File: config.mk
export PLATFORM = sky130hd
export DESIGN_NAME = mem_max_scanner
export DESIGN_NICKNAME = d
export VERILOG_FILES = /design/src/rtl/mem_max_scanner.sv
export SDC_FILE = /design/constraint.sdc
export NUM_CORES = 1
export LEC_CHECK = 0
export CAP_MARGIN = 30
export CORE_MARGIN = 1
export CORE_UTILIZATION = 30
export CTS_BUF_LIST = sky130_fd_sc_hd__clkbuf_8
export CTS_CLUSTER_DIAMETER = 50
export DETAILED_ROUTE_END_ITERATION = 6
export GPL_TIMING_DRIVEN = 0
export HOLD_SLACK_MARGIN = 0.1
export PLACE_DENSITY = 0.52
export SYNTH_ARGS = -nofsm -noshare
export SYNTH_HDL_FRONTEND = slang
export SYNTH_SLANG_ARGS = --single-unit
File: constraint.sdc
create_clock -name clk -period 8.95 [get_ports clk]
set_input_delay 1.79 -clock clk [delete_from_list [all_inputs] [get_ports clk]]
set_output_delay 1.79 -clock clk [all_outputs]
set_load 0.05 [all_outputs]
File: src/rtl/mem_max_scanner.sv
// mem_max_scanner: second data-memory master; scans len words for the signed max and its first index.
// Done in cycle len+1 after start (len+3 with MEM_MAX_SCANNER_WRITEBACK_EN, 1 when len=0); no backpressure, start ignored while busy.
module mem_max_scanner #(
  parameter int DATA_W = 32
) (
  input  logic              clk,
  input  logic              rst,
  input  logic              start,
  input  logic [DATA_W-1:0] base,
  input  logic [DATA_W-1:0] len,
  input  logic [DATA_W-1:0] res_addr,
  output logic              busy,
  output logic              done,
  output logic [DATA_W-1:0] max_value,
  output logic [DATA_W-1:0] max_index,
  output logic              MemRead,
  output logic              MemWrite,
  output logic [DATA_W-1:0] Address,
  output logic [DATA_W-1:0] WriteData,
  input  logic [DATA_W-1:0] ReadData
);

  localparam logic [DATA_W-1:0] ONE       = DATA_W'(1);
  localparam logic [DATA_W-1:0] EMPTY_MAX = {1'b1, {(DATA_W-1){1'b0}}};
  localparam logic [DATA_W-1:0] EMPTY_IDX = {DATA_W{1'b1}};

  typedef enum logic [2:0] {
    S_IDLE,
    S_SCAN,
    S_WB_MAX,
    S_WB_IDX,
    S_DONE
  } state_t;

  state_t            r_state;
  state_t            w_next;
  logic [DATA_W-1:0] r_base;
  logic [DATA_W-1:0] r_len;
  logic [DATA_W-1:0] r_i;
  logic [DATA_W-1:0] r_max_value;
  logic [DATA_W-1:0] r_max_index;
  logic              w_last;
  logic              w_take;

`ifdef MEM_MAX_SCANNER_WRITEBACK_EN
  logic [DATA_W-1:0] r_res_addr;
`else
  logic              w_unused_res_addr;
  assign w_unused_res_addr = ^res_addr;
`endif

  assign w_last    = (r_i == (r_len - ONE));
  // First word always seeds the running max; later words must be strictly larger so ties keep the lower index.
  assign w_take    = (r_i == '0) || ($signed(ReadData) > $signed(r_max_value));
  assign max_value = r_max_value;
  assign max_index = r_max_index;

  always_ff @(posedge clk) begin
    if (!rst) r_state <= S_IDLE;
    else      r_state <= w_next;
  end

  always_comb begin
    w_next    = r_state;
    busy      = 1'b0;
    done      = 1'b0;
    MemRead   = 1'b0;
    MemWrite  = 1'b0;
    Address   = '0;
    WriteData = '0;
    case (r_state)
      S_IDLE: begin
        if (start) w_next = (len == '0) ? S_DONE : S_SCAN;
      end
      S_SCAN: begin
        busy    = 1'b1;
        MemRead = 1'b1;
        Address = r_base + r_i;
        if (w_last) begin
`ifdef MEM_MAX_SCANNER_WRITEBACK_EN
          w_next = S_WB_MAX;
`else
          w_next = S_DONE;
`endif
        end
      end
`ifdef MEM_MAX_SCANNER_WRITEBACK_EN
      S_WB_MAX: begin
        busy      = 1'b1;
        MemWrite  = 1'b1;
        Address   = r_res_addr;
        WriteData = r_max_value;
        w_next    = S_WB_IDX;
      end
      S_WB_IDX: begin
        busy      = 1'b1;
        MemWrite  = 1'b1;
        Address   = r_res_addr + ONE;
        WriteData = r_max_index;
        w_next    = S_DONE;
      end
`endif
      S_DONE: begin
        busy   = 1'b1;
        done   = 1'b1;
        w_next = S_IDLE;
      end
      default: w_next = S_IDLE;
    endcase
  end

  always_ff @(posedge clk) begin
    if (!rst) begin
      r_base      <= '0;
      r_len       <= '0;
      r_i         <= '0;
      r_max_value <= '0;
      r_max_index <= '0;
`ifdef MEM_MAX_SCANNER_WRITEBACK_EN
      r_res_addr  <= '0;
`endif
    end else begin
      case (r_state)
        S_IDLE: begin
          if (start) begin
            r_base <= base;
            r_len  <= len;
            r_i    <= '0;
`ifdef MEM_MAX_SCANNER_WRITEBACK_EN
            r_res_addr <= res_addr;
`endif
            if (len == '0) begin
              r_max_value <= EMPTY_MAX;
              r_max_index <= EMPTY_IDX;
            end
          end
        end
        S_SCAN: begin
          if (w_take) begin
            r_max_value <= ReadData;
            r_max_index <= r_i;
          end
          r_i <= r_i + ONE;
        end
        default: ;
      endcase
    end
  end

endmodule

# Word-level counts from Yosys, hierarchy flattened
# Cells that the tools add are included.
[word_totals]
ff_bits = 163
latchBits = 0
mem_bits_rw = 0
mem_bits_ro = 0
mem_count = 0
[op_classes]
n_addsub = 3
n_mul = 0
n_div = 0
magnitude_cmp = 1
eq_ne = 7
shift = 0
muxes = 18
bitwise = 0
n_reduce_logical = 10
[ops]
columns = ["cell", "count"]
rows = [
  ["$mux W32", 8],
  ["$pmux W32 S2", 3],
  ["$logic_not A32 Y1", 2],
  ["$add A32 B1 Y32 const B", 1],
  ["$add A32 B32 Y32", 1],
  ["$eq A32 B32 Y1", 1],
  ["$gt A32 B32 Y1", 1],
  ["$sub A32 B1 Y32 const B", 1],
  ["$mux W3", 3],
  ["$ne A2 B2 Y1 const B", 4],
  ["$pmux W3 S2", 1],
  ["$reduce_and A2 Y1", 3],
  ["$reduce_and A4 Y1", 1],
  ["$eq A3 B1 Y1 const B", 1],
  ["$eq A3 B3 Y1 const B", 1],
  ["$logic_not A3 Y1", 1],
  ["$mux W1", 3],
  ["$reduce_bool A2 Y1", 1],
  ["$reduce_or A2 Y1", 1],
  ["$logic_or A1 B1 Y1", 1],
]

# Logic depth before layout (Yosys ltp)
# Gate-level depths: netlist of the first run.
[depth]
ltp_word = 4
depth_mapped = 12
depth_no_buf = 10

# Worst setup path before layout of the first run
# OpenSTA, ideal clock, no wires.
[synth_path]
kind = "register to output"
from = "register r_i[0]"
to = "output Address[12]"
arrival_ps = 3335
t_required_ps = 7160
setup_slack_ps = 3825
stages_incl_launch_ff = 11
n_path_buf = 0
cell_sequence = "dfxtp_1 ha_1 fa_1 a211oi_1 o21bai_1 a21oi_1 o21bai_1 a211oi_1 o21ai_0 nand3_1 nor3b_1"
[synth_via]
elab_chain_cells = 2
[synth_rtl]
columns = ["item", "line_no", "text"]
rows = [
  ["start: declaration", "39", "logic [DATA_W-1:0] r_i;"],
  ["start signal: assignment", "143", "r_i <= r_i + ONE;"],
  ["$add A32 B32 Y32", "78", "Address = r_base + r_i;"],
  ["$mux W32", "71", "case (r_state)"],
  ["end: declaration", "18", "output logic [DATA_W-1:0] Address,"],
]
# Every way passes these cells.

# Final worst setup path of the first run
[layout_path]
from = "register r_i[0]"
to = "output Address[30]"
# Same word-level chain as after synthesis.

==> impl_summary.txt, run 1 <==
----------------------------------------------------
[Run status]
  Status ... finished clean

[Placement]
  Port Buffers ... 196
  DP Wirelength ... 27.1 mm
  Post-placement setup slack ... 3.16 ns
  Gpl congestion ... 0.853
  Total placed cells including tap cells ... 2021

[Critical path]
  Worst Path Class, Setup ... flip-flop to output pin
  Destination of the worst register-to-register timing path ... max_index[2]
  Data required, critical path ... 7.16 ns
  Element type at the critical path end ... output pin
  Arrival time of the worst setup path ... 4.49 ns
  Register-to-register path setup slack ... 5.57 ns
  Top fanout value on the critical path ... 6
  Startpoint of the worst register-to-register path ... max_value[24]
  Worst-case reg-to-reg path depth ... 11
  Launch point of the critical path ... r_i[0]
  Critical path startpoint category ... flip-flop
  Critical Path End ... Address[30]

[Layout]
  Proportion of layout cells with a drive suffix above 1 ... 0.0594
  Growth of design area from synthesis to finish ... 29.2%
  Fin nets ... 1786
  Total of fill cells in the finished design ... 3634
  Number of standard cells in the layout, taps in and fillers out ... 2053
  ANT cells ... 0

[Routing]
  Wire per inst ... 16.9 um
  1st-pass router iterations ... 5
  Number of vias after detailed routing ... 10000
  DRC violations left ... 0
  Violation count after the first detailed-route iteration ... 509
  Post-detailed-route via-to-cell ratio ... 4.88
  Number of nets still failing antenna checks after routing ... 0
  Wire length reported by the detailed router ... 34.6 mm

[Synth]
  Top flip-flop cell by instance count after synthesis ... dfxtp_1
  Post-Synthesis Cells ... 1337
  EDFF count, synth ... 0
  Synthesis warning total ... 0
  Register bit count reported by yosys ... 162
  Ys async rst share ... 0
  Count of cell types in the netlist ... 71
  Library cell occupying the most area in the post-synthesis netlist ... dfxtp_1
  Avg Synthesized Cell Area ... 7.92 um2
  Area share of the largest cell type after synthesis ... 0.306
  Area contributors post-synth ... dfxtp_1, nand2_1, ha_1
  Sequential element share of the synthesized area ... 0.306
  Synth Cell Area ... 10600 um2

[Clock network]
  Clock tree root buffer cell ... clkbuf_8
  Worst-skew pair later-pin latency ... 0.48 ns
  Number of buffers on the longest clock path ... 2
  Inserted Clock Buffers ... 17
  Cells resized by post-CTS repair ... 0
  Clock-pin slew on the worst setup and hold paths ... 0.10 ns
  Cts hold-fix bufs ... 0
  Sink Count ... 162
  Depth of the CTS H-tree ... 4
  Post-CTS repair timing setup buffer count ... 0
  Clock tree from TritonCTS ... done

[Run]
  Count of maximum capacitance violations ... 0

[Power]
  Pleak ... 5.45 nW
  Power per unit of standard cell area ... 203 nW/um2
  Portion of total power attributed to the clock network ... 0.218
  Internal power summed over all cells ... 1.55 mW
  Peak supply drop ... 0.193 mV
  Switching power summed over all nets ... 1.23 mW
  Combinational cell fraction of total power ... 0.456
  Total power ... 2.78 mW
  Sequential group share of total power ... 0.326
  Sw Share ... 0.443

[Timing]
  Time the worst path needs with I/O delays and setup ... 6.28 ns
  Fmax ... 159 MHz
  Fin Setup TNS ... 0 ns
  Pin slew with the least headroom to its limit ... 1.01 ns
  Share of the clock period used by the worst path after layout ... 0.702
  Setup ws final ... 2.67 ns
  Post-Route Skew ... 0.0141 ns
  Final-report max-slew violation count ... 0
  Fin. Hold Viols ... 0
  RSZ-0062 raised after global routing ... no
  Slew HR ... 0.327
  Count of endpoints failing setup in the final report ... 0

[Die]
  Die Span Y ... 190 um
  Starting utilization of the core area ... 0.306
  Core outline area ... 34600 um2
  Floorplan die width ... 190 um
  Number of top-level pins ... 263
  Die Footprint ... 36000 um2
  Cell row count ... 68

[Global routing]
  Antenna violations before repair ... 1
  Layer with the highest usage ... met2
  Pin count of the biggest net entering global routing ... 17
  Met2 usage ... 0.315
  Vias in the first global route ... 9629
  GR Util All Layers ... 0.191
  Met1 track demand over resource ... 0.257
  Global-route wire length before repair ... 53.2 mm
  GR Util met3 ... 0.0315
  GRT overflow ... 0

[Min path]
  Hold Crit Class ... flip-flop to flip-flop

----------------------------------------------------
==> cell families after synthesis <==
group	synth area share
AOI/OAI and AO/OA	0.170
buffers and inverters	0.0713
muxes	0.0672
other	0.000354
and+or+nand+nor	0.236
xor gates and xnor gates	0.0662
adders and majority gates	0.0834
DFF	0.306
==> metrics by stage <==
| stage | instance area [um2] | utilization | hold slack (ns) |
|---|---|---|---|
| finish | 13700 | 0.395 | 0.465 |
| global route | 13700 | 0.395 | 0.485 |
| CTS | 13700 | 0.395 | 0.471 |
| detailed placement | 13300 | 0.383 | 0.455 |
| global placement | 13200 | 0.382 | 0.445 |
| floorplan | 10700 | - | 0.448 |
==> how the worst min path moves through the flow <==
| stage | to | cells after the start | start |
|---|---|---|---|
| finish | max_index[21] | 2 | max_index[21] |
| global placement | max_index[29] | 2 | max_index[29] |
| CTS | max_index[27] | 2 | max_index[27] |
| global route | max_index[27] | 2 | max_index[27] |
| detailed placement | max_index[13] | 2 | max_index[13] |
| floorplan | r_base[0] | 2 | r_base[0] |
==> cells in the mapped netlist (3+ instances only) <==
cell type and instances:
nor3b_1 4, o211ai_1 12, nor3_2 3, nor3_1 24, nand4_1 22, a21boi_0 69
dfxtp_1 162, nand2b_1 7, buf_1 5, clkbuf_1 58, or4_1 4, buf_2 8
a211oi_1 11, and4_1 10, nor2_1 81, nor4_1 25, and3_1 6, a21o_1 20
buf_4 34, xor2_1 36, or2_2 3, inv_1 55, a21oi_1 34, nand3_1 55
mux2i_1 70, or3_1 12, o21a_1 8, and2_1 10, a31oi_1 7, nand2_1 237
o21bai_1 7, o22ai_1 3, ha_1 69, xnor2_1 44, o21ai_0 69, nor2b_1 8
==> worst max-delay path, stage by stage, from the launching register on <==
cell and delay (ns):
dfxtp_1 0.42, ha_1 0.27, fa_1 0.43, a211oi_1 0.37, o21ai_0 0.16, o211ai_1 0.14, a31oi_1 0.23, o211ai_1 0.26
a21boi_0 0.20, o41ai_1 0.40, mux2i_1 0.25, clkdlybuf4s50_1 0.88
==> state kept, by name, indices dropped and copies added (netlist names) <==
name,count
max_index,32
max_value,32
r_base,32
r_i,32
r_len,32
r_state,2
==> metal layers <==
metal	share of wire	vias up	wire, um
li1	-	5114	-
met1	0.47	4605	16400
met5	0.00049	-	17
met4	0.019	2	663
met3	0.044	43	1520
met2	0.46	251	16000
==> power groups by stage <==
stage	Clock [mW]	Combinational, mW	Sequential [mW]
after global routing	0.660	1.38	0.922
final	0.606	1.27	0.909
after CTS	0.624	1.28	0.910
after global placement	0	1.26	0.923
after floorplan	0	0.726	1.05
after detailed placement	0	1.27	0.926
==> layout by cell type (no fill, tap or decap), types with 22 or more instances in the layout <==
master	n
nand2_1	237
clkdlybuf4s50_1	196
dfxtp_1	162
nor2_1	81
mux2i_1	70
o21ai_0	69
a21boi_0	69
ha_1	69
clkbuf_1	58
inv_1	55
nand3_1	55
xnor2_1	44
xor2_1	36
a21oi_1	34
buf_4	34
conb_1	33
nor4_1	25
nor3_1	24
nand4_1	22
==> cell type report <==
type | count | area (um2) | area share
plain buffers | 107 | 548 | 0.0401
clock buffers | 17 | 234 | 0.0171
clock inverters | 15 | 195 | 0.0143
inverters | 55 | 206 | 0.0151
multi-input cells | 1045 | 6710 | 0.490
flip-flops and latches | 162 | 3240 | 0.237
well taps | 455 | 569 | 0.0416
repair buffers | 197 | 1980 | 0.144
Note: power is estimated with default switching activity, not from simulation.
==> run 2: changes to the inputs <==
clock period = 5.8 ns   (was 8.95 ns; I/O delays follow)
==> run 2 against run 1 <==
Against the previous run: sequential share of layout area is essentially flat; worst setup slack lost 2.4 ns; design area is essentially flat; combinational power grew 54%; critical path depth shrank 1; routed wire length is essentially flat; clock power grew 55%; die area is the same; final cell count is the same; critical endpoint is now Address[31].
==> impl_summary.txt, run 2 (synthesis results as in run 1) <==
----------------------------------------------------
[Run status]
  Status ... finished clean

[Placement]
  Gpl congestion ... 0.853
  Post-placement setup slack ... 0.640 ns
  DP Wirelength ... 27.1 mm
  Total placed cells including tap cells ... 2021
  Port Buffers ... 196

[Layout]
  Proportion of layout cells with a drive suffix above 1 ... 0.0594
  Most used cells in the layout excluding fill and tap cells ... nand2_1, clkdlybuf4s50_1, dfxtp_1
  Final core utilization ... 0.395
  Fin nets ... 1786
  ANT cells ... 0
  Growth of design area from synthesis to finish ... 29.3%
  Most frequent standard cell in the layout excluding fill and tap cells ... nand2_1
  Number of standard cells in the layout, taps in and fillers out ... 2053

[Timing]
  Fmax ... 180 MHz
  Smallest hold slack ... 0.465 ns
  Final-report max-slew violation count ... 0
  Pin slew with the least headroom to its limit ... 1.01 ns
  Post-Route Skew ... 0.0171 ns
  Fin. Hold Viols ... 0
  Count of endpoints failing setup in the final report ... 0
  Share of the clock period used by the worst path after layout ... 0.957
  RSZ-0062 raised after global routing ... no
  Slew HR ... 0.324
  Time the worst path needs with I/O delays and setup ... 5.55 ns
  Fin Setup TNS ... 0 ns
  Setup ws final ... 0.247 ns

[Die]
  Floorplan die width ... 190 um
  Cell row count ... 68
  Die Footprint ... 36000 um2
  Starting utilization of the core area ... 0.306
  Die Span Y ... 190 um
  Number of top-level pins ... 263
  Core outline area ... 34600 um2

[Critical path]
  Slowest CP cell ... clkdlybuf4s50_1
  Top fanout value on the critical path ... 7
  Critical path startpoint category ... flip-flop
  Arrival time of the worst setup path ... 4.39 ns
  Element type at the critical path end ... output pin
  Data required, critical path ... 4.64 ns
  Worst Path Class, Setup ... flip-flop to output pin
  Largest incremental delay on the critical path ... 0.73 ns
  Cell Chain, Critical Path ... ha_1 > a211oi_1 > o21ai_0 > nand3_1 > a211oi_1 > o311ai_1 > a31oi_1 > a221oi_1 > mux2_2 > clkdlybuf4s50_1
  Critical Path Most Common Cell ... a211oi_1

[Routing]
  Wire length reported by the detailed router ... 34.6 mm
  Wire per inst ... 16.9 um
  Number of vias after detailed routing ... 10100
  DRC violations left ... 0
  Number of nets still failing antenna checks after routing ... 0
  Post-detailed-route via-to-cell ratio ... 4.90
  1st-pass router iterations ... 5
  Violation count after the first detailed-route iteration ... 546

[Clock network]
  Inserted Clock Buffers ... 17
  Clock tree from TritonCTS ... done
  Number of buffers on the longest clock path ... 2
  Post-CTS repair timing setup buffer count ... 0
  Sink Count ... 162
  Depth of the CTS H-tree ... 4
  Worst-skew pair later-pin latency ... 0.48 ns
  Clock tree root buffer cell ... clkbuf_8
  Clock-pin slew on the worst setup and hold paths ... 0.11 ns

[Power]
  Sw Share ... 0.443
  Combinational cell fraction of total power ... 0.456
  Peak supply drop ... 0.298 mV
  Sequential group share of total power ... 0.326
  Portion of total power attributed to the clock network ... 0.218
  Internal power summed over all cells ... 2.39 mW
  Power per unit of standard cell area ... 314 nW/um2
  Switching power summed over all nets ... 1.90 mW
  Pleak ... 5.49 nW

[Global routing]
  Antenna violations before repair ... 1
  Vias in the first global route ... 9629
  Pin count of the biggest net entering global routing ... 17
  Global-route wire length before repair ... 53.2 mm
  GRT overflow ... 0
  GR Util All Layers ... 0.191

[Run]
  Count of maximum capacitance violations ... 0

[Min path]
  Hold Crit Class ... flip-flop to flip-flop

----------------------------------------------------
[run 2: layout make-up]
class / instances / area, um2
buffer: 107 / 548
sequential: 162 / 3240
tap: 455 / 569
multi-input combinational: 1045 / 6710
clock buffer: 17 / 234
inverter: 55 / 206
timing repair buffer: 197 / 1980
clock inverter: 15 / 195
fill: 3634 / 20900
[run 2: per-layer routing]
metal,share of wire,wire (um),global-route usage,up-vias
met5,0.00049,17,0,-
met4,0.019,649,0.0527,2
met3,0.053,1830,0.0315,40
met1,0.47,16200,0.257,4627
met2,0.46,16000,0.315,277
li1,-,-,-,5112
[run 2: power groups by stage]
stage | sequential (mW) | clock (mW) | combinational [mW]
after global routing | 1.42 | 1.02 | 2.12
after floorplan | 1.62 | 0 | 1.12
after CTS | 1.40 | 0.963 | 1.97
after global placement | 1.42 | 0 | 1.94
after detailed placement | 1.43 | 0 | 1.96
final | 1.40 | 0.937 | 1.96
[run 2: what timing repair did]
| action | 4_1_cts | 5_1_grt |
|---|---|---|
| gates resized for setup | 0 | 2 |
| hold buffers | 0 | 0 |
| setup endpoints to repair | 0 | 2 |
[run 2: path summary, 6_finish.rpt]
check                startpoint            end  slack, ns  cells after the start
hold reg to reg   max_index[21]  max_index[21]       0.47                      2
setup reg to reg  max_value[24]   max_index[2]       2.41                     11
setup / recovery         r_i[1]    Address[31]       0.25                     10
hold / removal    max_index[21]  max_index[21]       0.47                      2
[run 2: through the flow]
| step | instance area, um2 | power (mW) |
|---|---|---|
| 2_1_floorplan | 10700 | 2.74 |
| 3_3_place_gp | 13200 | 3.37 |
| 3_5_place_dp | 13300 | 3.39 |
| 4_1_cts | 13700 | 4.34 |
| 5_1_grt | 13700 | 4.56 |
| 6_report | 13700 | 4.30 |
[run 2: critical path: cells and delay by family (launching register included)]
family                     cells  cell delay, ns
AOI/OAI and AO/OA              6            1.74
DFF                            1            0.57
buffers and inverters          1            0.73
adders and majority gates      1            0.32
muxes                          1            0.38
and+or+nand+nor                1            0.15
